==> src/rtl/io_pkg.sv <==
// rtl/io_pkg.sv - shared address map, status bit layout and event-status helpers for the input responder
package io_pkg;

  localparam logic [31:0] ADDR_KEY   = 32'hF000_0010;
  localparam logic [31:0] ADDR_SW    = 32'hF000_0014;
  localparam logic [31:0] ADDR_KCTRL = 32'hF000_0110;
  localparam logic [31:0] ADDR_SCTRL = 32'hF000_0114;

  localparam int CTRL_READY_BIT   = 0;
  localparam int CTRL_OVERRUN_BIT = 2;

  localparam int DEFAULT_DEBOUNCE_CYCLES = 500000;

  typedef struct packed {
    logic overrun;
    logic ready;
  } evt_status_t;

  // A change always wins over a concurrent data read or overrun clear.
  function automatic evt_status_t next_status(input evt_status_t cur, input logic change,
                                              input logic rd_data, input logic clr_ovr);
    evt_status_t nxt;
    nxt.ready   = change | (cur.ready & ~rd_data);
    nxt.overrun = (change & cur.ready & ~rd_data) | (cur.overrun & ~clr_ovr);
    return nxt;
  endfunction

  function automatic logic [31:0] ctrl_word(input evt_status_t st);
    logic [31:0] w;
    w = '0;
    w[CTRL_READY_BIT]   = st.ready;
    w[CTRL_OVERRUN_BIT] = st.overrun;
    return w;
  endfunction

endpackage

==> src/rtl/debounce_bit.sv <==
// rtl/debounce_bit.sv - two-flop synchroniser plus stable-count debouncer for one raw input bit
module debounce_bit
  import io_pkg::*;
#(
  parameter int   DEBOUNCE_CYCLES = DEFAULT_DEBOUNCE_CYCLES,
  parameter logic RESET_LEVEL     = 1'b0
) (
  input  logic clk,
  input  logic reset,
  input  logic i_raw,
  output logic o_level,
  output logic o_toggle
);

  localparam int CW = $clog2(DEBOUNCE_CYCLES + 1);
  localparam logic [CW-1:0] LAST_COUNT = CW'(DEBOUNCE_CYCLES - 1);

  logic          r_sync1;
  logic          r_sync2;
  logic          r_level;
  logic [CW-1:0] r_cnt;
  logic          w_differs;
  logic          w_toggle;

  assign w_differs = (r_sync2 != r_level);
  // Toggle on the DEBOUNCE_CYCLES-th consecutive mismatching cycle.
  assign w_toggle  = w_differs && (r_cnt == LAST_COUNT);

  always_ff @(posedge clk) begin
    if (reset) begin
      r_sync1 <= RESET_LEVEL;
      r_sync2 <= RESET_LEVEL;
      r_level <= RESET_LEVEL;
      r_cnt   <= '0;
    end else begin
      r_sync1 <= i_raw;
      r_sync2 <= r_sync1;
      if (!w_differs) begin
        r_cnt <= '0;
      end else if (w_toggle) begin
        r_level <= ~r_level;
        r_cnt   <= '0;
      end else begin
        r_cnt <= r_cnt + CW'(1);
      end
    end
  end

  assign o_level  = r_level;
  assign o_toggle = w_toggle;

endmodule

==> src/rtl/io_input_responder.sv <==
// rtl/io_input_responder.sv - memory-mapped KEY/SW responder with debounced data and sticky ready/overrun status
module io_input_responder
  import io_pkg::*;
#(
  parameter int DBITS           = 32,
  parameter int DEBOUNCE_CYCLES = DEFAULT_DEBOUNCE_CYCLES
) (
  input  logic             clk,
  input  logic             reset,
  input  logic [3:0]       KEY,
  input  logic [9:0]       SW,
  input  logic [DBITS-1:0] addr,
  input  logic             rdEn,
  input  logic             wrEn,
  input  logic [DBITS-1:0] wrData,
  output logic [DBITS-1:0] rdData,
  output logic             hit
);

  logic [3:0]  w_key_deb;
  logic [3:0]  w_key_tog;
  logic [9:0]  w_sw_deb;
  logic [9:0]  w_sw_tog;

  for (genvar gi = 0; gi < 4; gi++) begin : g_key
    debounce_bit #(
      .DEBOUNCE_CYCLES(DEBOUNCE_CYCLES),
      .RESET_LEVEL    (1'b1)
    ) u_deb (
      .clk     (clk),
      .reset   (reset),
      .i_raw   (KEY[gi]),
      .o_level (w_key_deb[gi]),
      .o_toggle(w_key_tog[gi])
    );
  end

  for (genvar gi = 0; gi < 10; gi++) begin : g_sw
    debounce_bit #(
      .DEBOUNCE_CYCLES(DEBOUNCE_CYCLES),
      .RESET_LEVEL    (1'b0)
    ) u_deb (
      .clk     (clk),
      .reset   (reset),
      .i_raw   (SW[gi]),
      .o_level (w_sw_deb[gi]),
      .o_toggle(w_sw_tog[gi])
    );
  end

  logic w_sel_kdata;
  logic w_sel_sdata;
  logic w_sel_kctrl;
  logic w_sel_sctrl;

  assign w_sel_kdata = (addr == DBITS'(ADDR_KEY));
  assign w_sel_sdata = (addr == DBITS'(ADDR_SW));
  assign w_sel_kctrl = (addr == DBITS'(ADDR_KCTRL));
  assign w_sel_sctrl = (addr == DBITS'(ADDR_SCTRL));

  logic w_k_change;
  logic w_s_change;
  logic w_read_k;
  logic w_read_s;
  logic w_clr_k;
  logic w_clr_s;

  assign w_k_change = |w_key_tog;
  assign w_s_change = |w_sw_tog;
  assign w_read_k   = rdEn & w_sel_kdata;
  assign w_read_s   = rdEn & w_sel_sdata;
  // Only a 0 in the overrun bit clears; every other write bit is ignored.
  assign w_clr_k    = wrEn & w_sel_kctrl & ~wrData[CTRL_OVERRUN_BIT];
  assign w_clr_s    = wrEn & w_sel_sctrl & ~wrData[CTRL_OVERRUN_BIT];

  logic w_unused_wrdata;
  assign w_unused_wrdata = ^{wrData[DBITS-1:CTRL_OVERRUN_BIT+1], wrData[CTRL_OVERRUN_BIT-1:0]};

  evt_status_t r_k_stat;
  evt_status_t r_s_stat;

  always_ff @(posedge clk) begin
    if (reset) begin
      r_k_stat <= '0;
      r_s_stat <= '0;
    end else begin
      r_k_stat <= next_status(r_k_stat, w_k_change, w_read_k, w_clr_k);
      r_s_stat <= next_status(r_s_stat, w_s_change, w_read_s, w_clr_s);
    end
  end

  logic [31:0] w_rd_word;

  always_comb begin
    w_rd_word = '0;
    if (w_sel_kdata)      w_rd_word = {28'b0, ~w_key_deb};
    else if (w_sel_sdata) w_rd_word = {22'b0, w_sw_deb};
    else if (w_sel_kctrl) w_rd_word = ctrl_word(r_k_stat);
    else if (w_sel_sctrl) w_rd_word = ctrl_word(r_s_stat);
  end

  assign rdData = DBITS'(w_rd_word);
  assign hit    = w_sel_kdata | w_sel_sdata | w_sel_kctrl | w_sel_sctrl;

endmodule

==> config.mk <==
export PLATFORM = sky130hd
export DESIGN_NAME = io_input_responder
export DESIGN_NICKNAME = d
export VERILOG_FILES = /design/src/rtl/io_pkg.sv /design/src/rtl/debounce_bit.sv /design/src/rtl/io_input_responder.sv
export SDC_FILE = /design/constraint.sdc
export NUM_CORES = 1
export LEC_CHECK = 0
export ABC_AREA = 0
export BUFFER_PORTS_ARGS = -buffer_cell sky130_fd_sc_hd__buf_2
export CAP_MARGIN = 25
export CORE_MARGIN = 5
export CORE_UTILIZATION = 30
export DETAILED_ROUTE_END_ITERATION = 12
export PLACE_DENSITY_LB_ADDON = 0.3
export SYNTH_ARGS = -nofsm -noshare
export SYNTH_HDL_FRONTEND = slang
export SYNTH_SLANG_ARGS = --single-unit
==> constraint.sdc <==
create_clock -name clk -period 2.46 [get_ports clk]
set_clock_uncertainty 0.2 [all_clocks]
set_input_delay 0.492 -clock clk [delete_from_list [all_inputs] [get_ports clk]]
set_output_delay 0.492 -clock clk [all_outputs]
set_load 0.02 [all_outputs]
# Word level (Yosys, flattened, before mapping)
# Cells that the tools add are included.
# word_totals
reg_bits	312
latch_bits	0
ramBits	0
rom_bits	0
out_inout_bits	33
mem_count	0
# op_classes
n_addsub	14
mul	0
div_mod_pow	0
order_cmp	0
n_eq_ne	32
shifts	0
n_mux	4
bitwise	55
reduce_logical	44
# ops
op	count
$add 19x1->19 const B	14
$eq 19x19->1 const B	14
$eq 32x32->1 const B	4
$reduce_or 3->1	14
$not 1->1	33
$reduce_and 2->1	14
$mux 10	2
$and 1x1->1	14
$logic_and 1x1->1	14
$ne 1x1->1	14
$reduce_or 10->1	1
$or 1x1->1	7
$mux 3	2
$not 4->4	1
$reduce_or 4->1	1

# Depth between registers and ports, before layout
# Gate-level depths: netlist of run 1.
# logic_depth
word_depth	6
ltp_mapped	9
mapped_depth_nobuf	7

# Modules after synthesis
# A second synthesis of run 1 with hierarchy kept.
# unflattened
hier_cells	1661
area_unflattened_um2	14981.9
# modules_own_cells
module	instances	cells_per_inst	area_each_um2	seq_area_each_um2
debounce_bit (g_sw[0].u_deb ...)	9	113	1031.0	440.4
debounce_bit (g_key[0].u_deb ...)	4	110	1011.0	440.4
debounce_bit (g_sw[9].u_deb)	1	112	1004.7	440.4
io_input_responder	1	92	654.4	80.1

# Worst setup path before layout of run 1
# Ideal clock, no wire load.
# synth_path
path_kind	input -> output
start	input port addr[25]
end	output port rdData[4]
t_arrival_ns	1.867
required_ns	1.768
path_slack_ns	-0.099
stages	6
n_path_buf	1
cell_sequence	nor4b_1 -> nand4_1 -> or2_2 -> buf_2 -> nor3_1 -> and2_1
# synth_via
elab_chain_len	3
word_cells_on_any_way	4
classes_between	eq/ne: 2; mux: 2
# synth_rtl
element	line	source
start, declared	io_input_responder.sv:12	input logic [DBITS-1:0] addr,
$eq 32x32->1	io_input_responder.sv:57	assign w_sel_sdata = (addr == DBITS'(ADDR_SW));
$mux 10	io_input_responder.sv:97	else if (w_sel_sdata) w_rd_word = {22'b0, w_sw_deb};
$mux 10 *	io_input_responder.sv:96	if (w_sel_kdata) w_rd_word = {28'b0, ~w_key_deb};
end, declared	io_input_responder.sv:16	output logic [DBITS-1:0] rdData,
# Every way passes the cells marked *; elsewhere a longest branch is shown, timed or not.

# Worst setup path in the final report of run 1
# layout_path
start	input port addr[13]
end	output port rdData[6]
# Same word-level chain as after synthesis.

==> results of run 1 <==
## cells by family (layout without fill, tap and decap cells)
logic type | after synthesis | count (layout) | synth area share, %
multiplexers | 6 | 6 | 0.445
AO/OA/AOI/OAI | 27 | 27 | 1.25
adder cells (fa/ha/maj) | 14 | 14 | 1.30
XOR/XNOR | 257 | 257 | 16.7
buffers and inverters | 89 | 203 | 4.06
flip-flops | 312 | 312 | 46.3
other | 1 | 22 | 0.0278
AND/OR/NAND/NOR | 814 | 814 | 29.9
## layout make-up
type	count	area share, %
sequential	312	39.2
inverter	31	0.731
timing repair buffer	111	4.98
multi-input combinational	1140	43.0
tap	592	4.65
clock buffer	53	6.69
clock inverter	8	0.754
## what timing repair did
item,in CTS,in global routing
setup buffers,1,0
resized for setup,34,2
endpoints found under the setup margin,11,11
hold endpoints to repair,14,0
hold buffers,14,0
pin swaps,3,2
## layer usage
metal | track usage (%) | wire length [um] | vias to the layer above
li1 | - | - | 5241
met1 | 15.3 | 14000 | 4622
met2 | 16.6 | 11400 | 142
met3 | 2.24 | 1090 | 48
met4 | 3.52 | 692 | 0
met5 | 0 | 0 | -
## state kept, by name, summed over array words and instances, names as in the netlist
| name | flops |
|---|---|
| g_sw.u_deb.r_cnt | 190 |
| g_key.u_deb.r_cnt | 76 |
| g_sw.u_deb.o_level | 10 |
| g_sw.u_deb.r_sync1 | 10 |
| g_sw.u_deb.r_sync2 | 10 |
| g_key.u_deb.o_level | 4 |
| g_key.u_deb.r_sync1 | 4 |
| g_key.u_deb.r_sync2 | 4 |
| r_k_stat | 2 |
| r_s_stat | 2 |
## power breakdown
part | switching [W] | total (W) | leakage, nW | internal [W]
sequential | 0.0000156 | 0.00510 | 2.52 | 0.00508
combinational | 0.000135 | 0.000226 | 2.21 | 0.0000906
clock | 0.00206 | 0.00536 | 0.577 | 0.00330
total | 0.00221 | 0.0107 | 5.30 | 0.00847
## worst register-to-register path, cell delays in order, from the launching register on
cell and delay (ns):
dfxtp_1 0.38, ha_1 0.22, nor4bb_1 0.24, nand4_1 0.14, nor4_1 0.38, nor4_1 0.10
buf_4 0.16, and3_1 0.17, a31oi_1 0.17
## worst paths after layout
path / start / to / slack (ns) / cells past startpoint
min: g_key[2].u_deb.r_sync1 / g_key[2].u_deb.r_sync2 / 0.20 / 1
max: addr[13] / rdData[6] / -0.36 / 9
min reg2reg: g_key[2].u_deb.r_sync1 / g_key[2].u_deb.r_sync2 / 0.20 / 1
max reg2reg: g_sw[9].u_deb.r_cnt[1] / r_s_stat[0] / 0.23 / 8
## synthesized netlist by cell type, types with 8 or more instances
library cell,count,area (um2)
dfxtp_1,312,6250
a21oi_1,8,40.0
nor3_1,24,120
buf_4,33,248
nand3_1,105,526
nand2_1,112,420
or3_1,12,75.1
and2_1,11,68.8
clkbuf_1,10,37.5
nor4b_1,18,158
ha_1,14,175
nand4_1,40,250
or2_2,11,68.8
buf_6,9,101
inv_1,31,116
nor4bb_1,9,90.1
nor4_1,22,138
xnor2_1,108,946
and3_1,44,275
xor2_1,149,1310
nor2_1,334,1250
and4_1,15,131
nor2b_1,23,144
## through the flow
step	utilization [%]	power [W]	hold WS (ns)	cell area, um2
finish	35.9	0.0107	0.204	15900
floorplan	-	0.00536	0.189	13600
global placement	32.6	0.00541	0.198	14500
detailed placement	32.6	0.00541	0.197	14500
global route	35.9	0.0111	0.243	15900
CTS	35.9	0.0109	0.191	15900
==> run metrics, run 1 <==
Num CTS Buffers 35; Seq cells post-synth 312; # IOs 115; number of placement rows 77; fraction of registers with async set/reset 0%; commonest non-fill, non-tap cell in the layout nor2_1; VDD IR-drop max 0.464 mV; clock slew seen by the registers of the worst setup and hold paths 0.06 ns; post-route ant nets 0; final WL 27,200 um; crit path time final 2.82 ns; final hold vios 0; CP Cell Sequence buf_6 > nor4_4 > buf_4 > nand4_1 > or2_4 > nor3_4 > buf_6 > and2_4 > buf_6; area taken by multi-input logic gates 6840 um2; post-synthesis cell type count 47; # setup viols final 11; worst slew pin tran 0.598 ns; clock buffer depth 3; post-synthesis sequential area ratio 46.3%; fin cells 2,247; Tightest Hold Check Type reg -> reg; Tcrit/Tclk final 115%; number of global-route vias before repair 9,845; drt first-iter violations 446; CTS root buf clkbuf_16; die area 49,300 um2; initial antenna violation count 0; Setup Crit Path Kind in -> out; CP max FO 5; most frequent CP cell buf_6; global-route wire length before repair 46,400 um; total gr overflow 0; hpwl dp 19,100 um; pre-CTS setup slack -0.738 ns; CTS tree built; instance count of the mapped netlist 1,520; Skew-Pair Late Insertion Delay 0.52 ns; slowest CP cell or2_4; vias per cell 4.47; largest net degree at the start of global routing 28; Starting Density 30.4%; PD cells 671 nW/um2; Mapped Area 13,500 um2; max-slew violation count 0; layout cell share with drive strength beyond 1 10.9%; sequential cell area 6250 um2; EDFF count, synth 0; GPL Wtd Cong 0.815; die width 222 um; Final #Nets 1,727; Main synth FF type dfxtp_1; Syn. warnings 0; Placed Cells 2,172; delay-heaviest family, CP simple AND/OR/NAND/NOR gates; Diodes inserted 0; fmax 354 MHz; critical path arrival 2.13 ns; CP Launch Type input pin; Avg WL per Cell 12.1 um; Max-Cap Viols 0; status complete, but fails checks; setup TNS -2.93 ns; commonest non-fill, non-tap cells in the layout 334 x nor2_1, 312 x dfxtp_1, 149 x xor2_1, 112 x nand2_1, 108 x xnor2_1; chip height 222 um; Mean Syn Cell Area 8.87 um2; router iterations before antenna repair 5; Final WS setup -0.363 ns; Vias 10,053; CP max stage delay 0.31 ns; DRC 0; RSZ-0062 raised after global routing true; clock sink count 312; H-tree depth 2; failing checks setup timing; leakage power 5.30 nW; Global Route Usage Sum 10.8%; PortBufs 61; Crit path required time 1.77 ns; CP Buf/Inv Count 4; core box area 44,300 um2; Setup crit end kind output port; area grow syn2layout 18.0%; Max transition margin 59.1%; fill count 4,551
Note: power is estimated with default switching activity, not from simulation.
==> inputs of run 2 (changes only) <==
- CORE_UTILIZATION: 30 -> 58
- SKIP_LAST_GASP: not set -> 1
==> run 2 against run 1 <==
The run still ends with setup timing left; highest routed layer unchanged; maximum frequency grew 7.2%; routed wire length shrank 4.3%; sequential power is essentially flat; hold slack lost 0.19 ns; critical path depth is the same; sequential share of layout area grew 1.1 points; power shrank 1.4%; clock-buffer cell count shrank 3.
==> run metrics, run 2 (synthesized netlist as in run 1, its figures left out) <==
status complete, but fails checks; failing checks setup timing; critical path arrival 1.94 ns; chip height 163 um; Starting Density 59.2%; area grow syn2layout 14.8%; worst slew pin tran 0.623 ns; die area 26,400 um2; most frequent CP cell buf_6; Skew-Pair Late Insertion Delay 0.50 ns; total chip power 0.0105 W; # IOs 115; hold depth 2; largest net degree at the start of global routing 33; # setup viols final 11; CP max FO 3; clock buffer depth 3; final WL 26,000 um; Final WS setup -0.172 ns; layout cell share with drive strength beyond 1 10.7%; clock sink count 312; global route hottest layer met2; final hold vios 0; VDD IR-drop max 0.562 mV; Setup crit end kind output port; hold_sp SW[8]; GPL Wtd Cong 0.853; pre-CTS setup slack -0.460 ns; WHS 0.0141 ns; CP Launch Type input pin; leakage power 5.26 nW; clock slew seen by the registers of the worst setup and hold paths 0.05 ns; Max-Cap Viols 0; Final #Nets 1,713; setup TNS -1.46 ns; die width 163 um; crit path time final 2.63 ns; R2R Path End g_sw[7].u_deb.r_cnt[7]; CTS root buf clkbuf_16; total gr overflow 0; RSZ-0062 raised after global routing true; GR Util met1 25.9%; Hold Crit Endpoint g_sw[8].u_deb.r_sync1; slowest CP cell or2_4; CP max stage delay 0.27 ns; core box area 22,800 um2; Tightest Hold Check Type in -> reg; initial antenna violation count 0; Tcrit/Tclk final 107%; CTS tree built; PortBufs 61; Num CTS Buffers 34; CP Buf/Inv Count 4; fmax 380 MHz; global-route wire length before repair 44,100 um; number of global-route vias before repair 9,644; Setup Crit Path Kind in -> out; drt first-iter violations 458; Post-CTS Setup Inserts 0; Core Util, Final 68.0%; vias per cell 5.19; PD cells 680 nW/um2; Crit path required time 1.77 ns; max-slew violation count 0; Vias 10,137; r2r setup slk 0.28 ns; post-route ant nets 0; Worst R2R Start g_sw[7].u_deb.r_cnt[2]; Avg WL per Cell 13.3 um; hpwl dp 17,700 um; DRC 0; Biggest register g_sw.u_deb.r_cnt; met2 GRT Util 32.4%; CP Cell Sequence buf_6 > nor4b_4 > buf_4 > nand4_1 > or2_4 > nor3_4 > buf_6 > and2_4 > buf_6; worst reg-to-reg path cell count 7; commonest non-fill, non-tap cell in the layout nor2_1; H-tree depth 2; routing usage on met3 3.29%; delay-heaviest family, CP simple AND/OR/NAND/NOR gates; Largest regs g_sw.u_deb.r_cnt (190), g_key.u_deb.r_cnt (76); commonest non-fill, non-tap cells in the layout 334 x nor2_1, 312 x dfxtp_1, 149 x xor2_1, 112 x nand2_1, 108 x xnor2_1; number of placement rows 55; router iterations before antenna repair 5; Global Route Usage Sum 19.5%; Diodes inserted 0; max reg flops 190; Max transition margin 57.4%
-- run 2: layout make-up --
class                           instances  area [um2]
Sequential cell                       312        6250
Inverter                               31         116
Fill cell                            1778        7300
Tap cell                              313         392
Timing Repair Buffer                   98         692
Multi-Input combinational cell       1140        6870
Clock buffer                           50        1040
Clock inverter                          9         120
-- run 2: through the flow --
| step | area [um2] | std cells |
|---|---|---|
| after floorplan | 13600 | 1541 |
| after global placement | 14000 | 1884 |
| after detailed placement | 14000 | 1884 |
| after CTS | 15500 | 1953 |
| after global routing | 15500 | 1953 |
| final | 15500 | 1953 |
-- run 2: worst reg2reg max path, delay by kind of cell (launching register included) --
| family | cells | cell delay, ns |
|---|---|---|
| flops | 1 | 0.38 |
| buf+inv | 1 | 0.22 |
| simple gates | 6 | 1.26 |
-- run 2: worst max-delay path by stage --
stage	from	end	cells past startpoint
4_1_cts	addr[27]	rdData[9]	9
5_1_grt	addr[27]	rdData[7]	9
3_3_place_gp	addr[18]	rdData[9]	9
2_1_floorplan	addr[25]	rdData[0]	5
3_5_place_dp	addr[18]	rdData[9]	9
6_report	addr[27]	rdData[4]	9
-- run 2: report_power, final --
part           internal, W  switching, W  leakage (nW)  total (W)
clock network      0.00325       0.00196         0.579    0.00521
logic            0.0000871      0.000138          2.16   0.000225
registers          0.00508     0.0000149          2.52    0.00510
-- run 2: layer usage --
metal	vias up	share of wire, %
met5	-	0
met3	44	4.5
met1	4692	46
li1	5223	-
met4	0	2.7
met2	178	46
-- run 2: timing repair --
item | CTS | global route
pin swaps | 8 | 2
endpoints found under the hold margin | 10 | 0
resized for setup | 38 | 4
hold buffers | 10 | 0
setup endpoints to repair | 11 | 11
gates cloned | 0 | 0
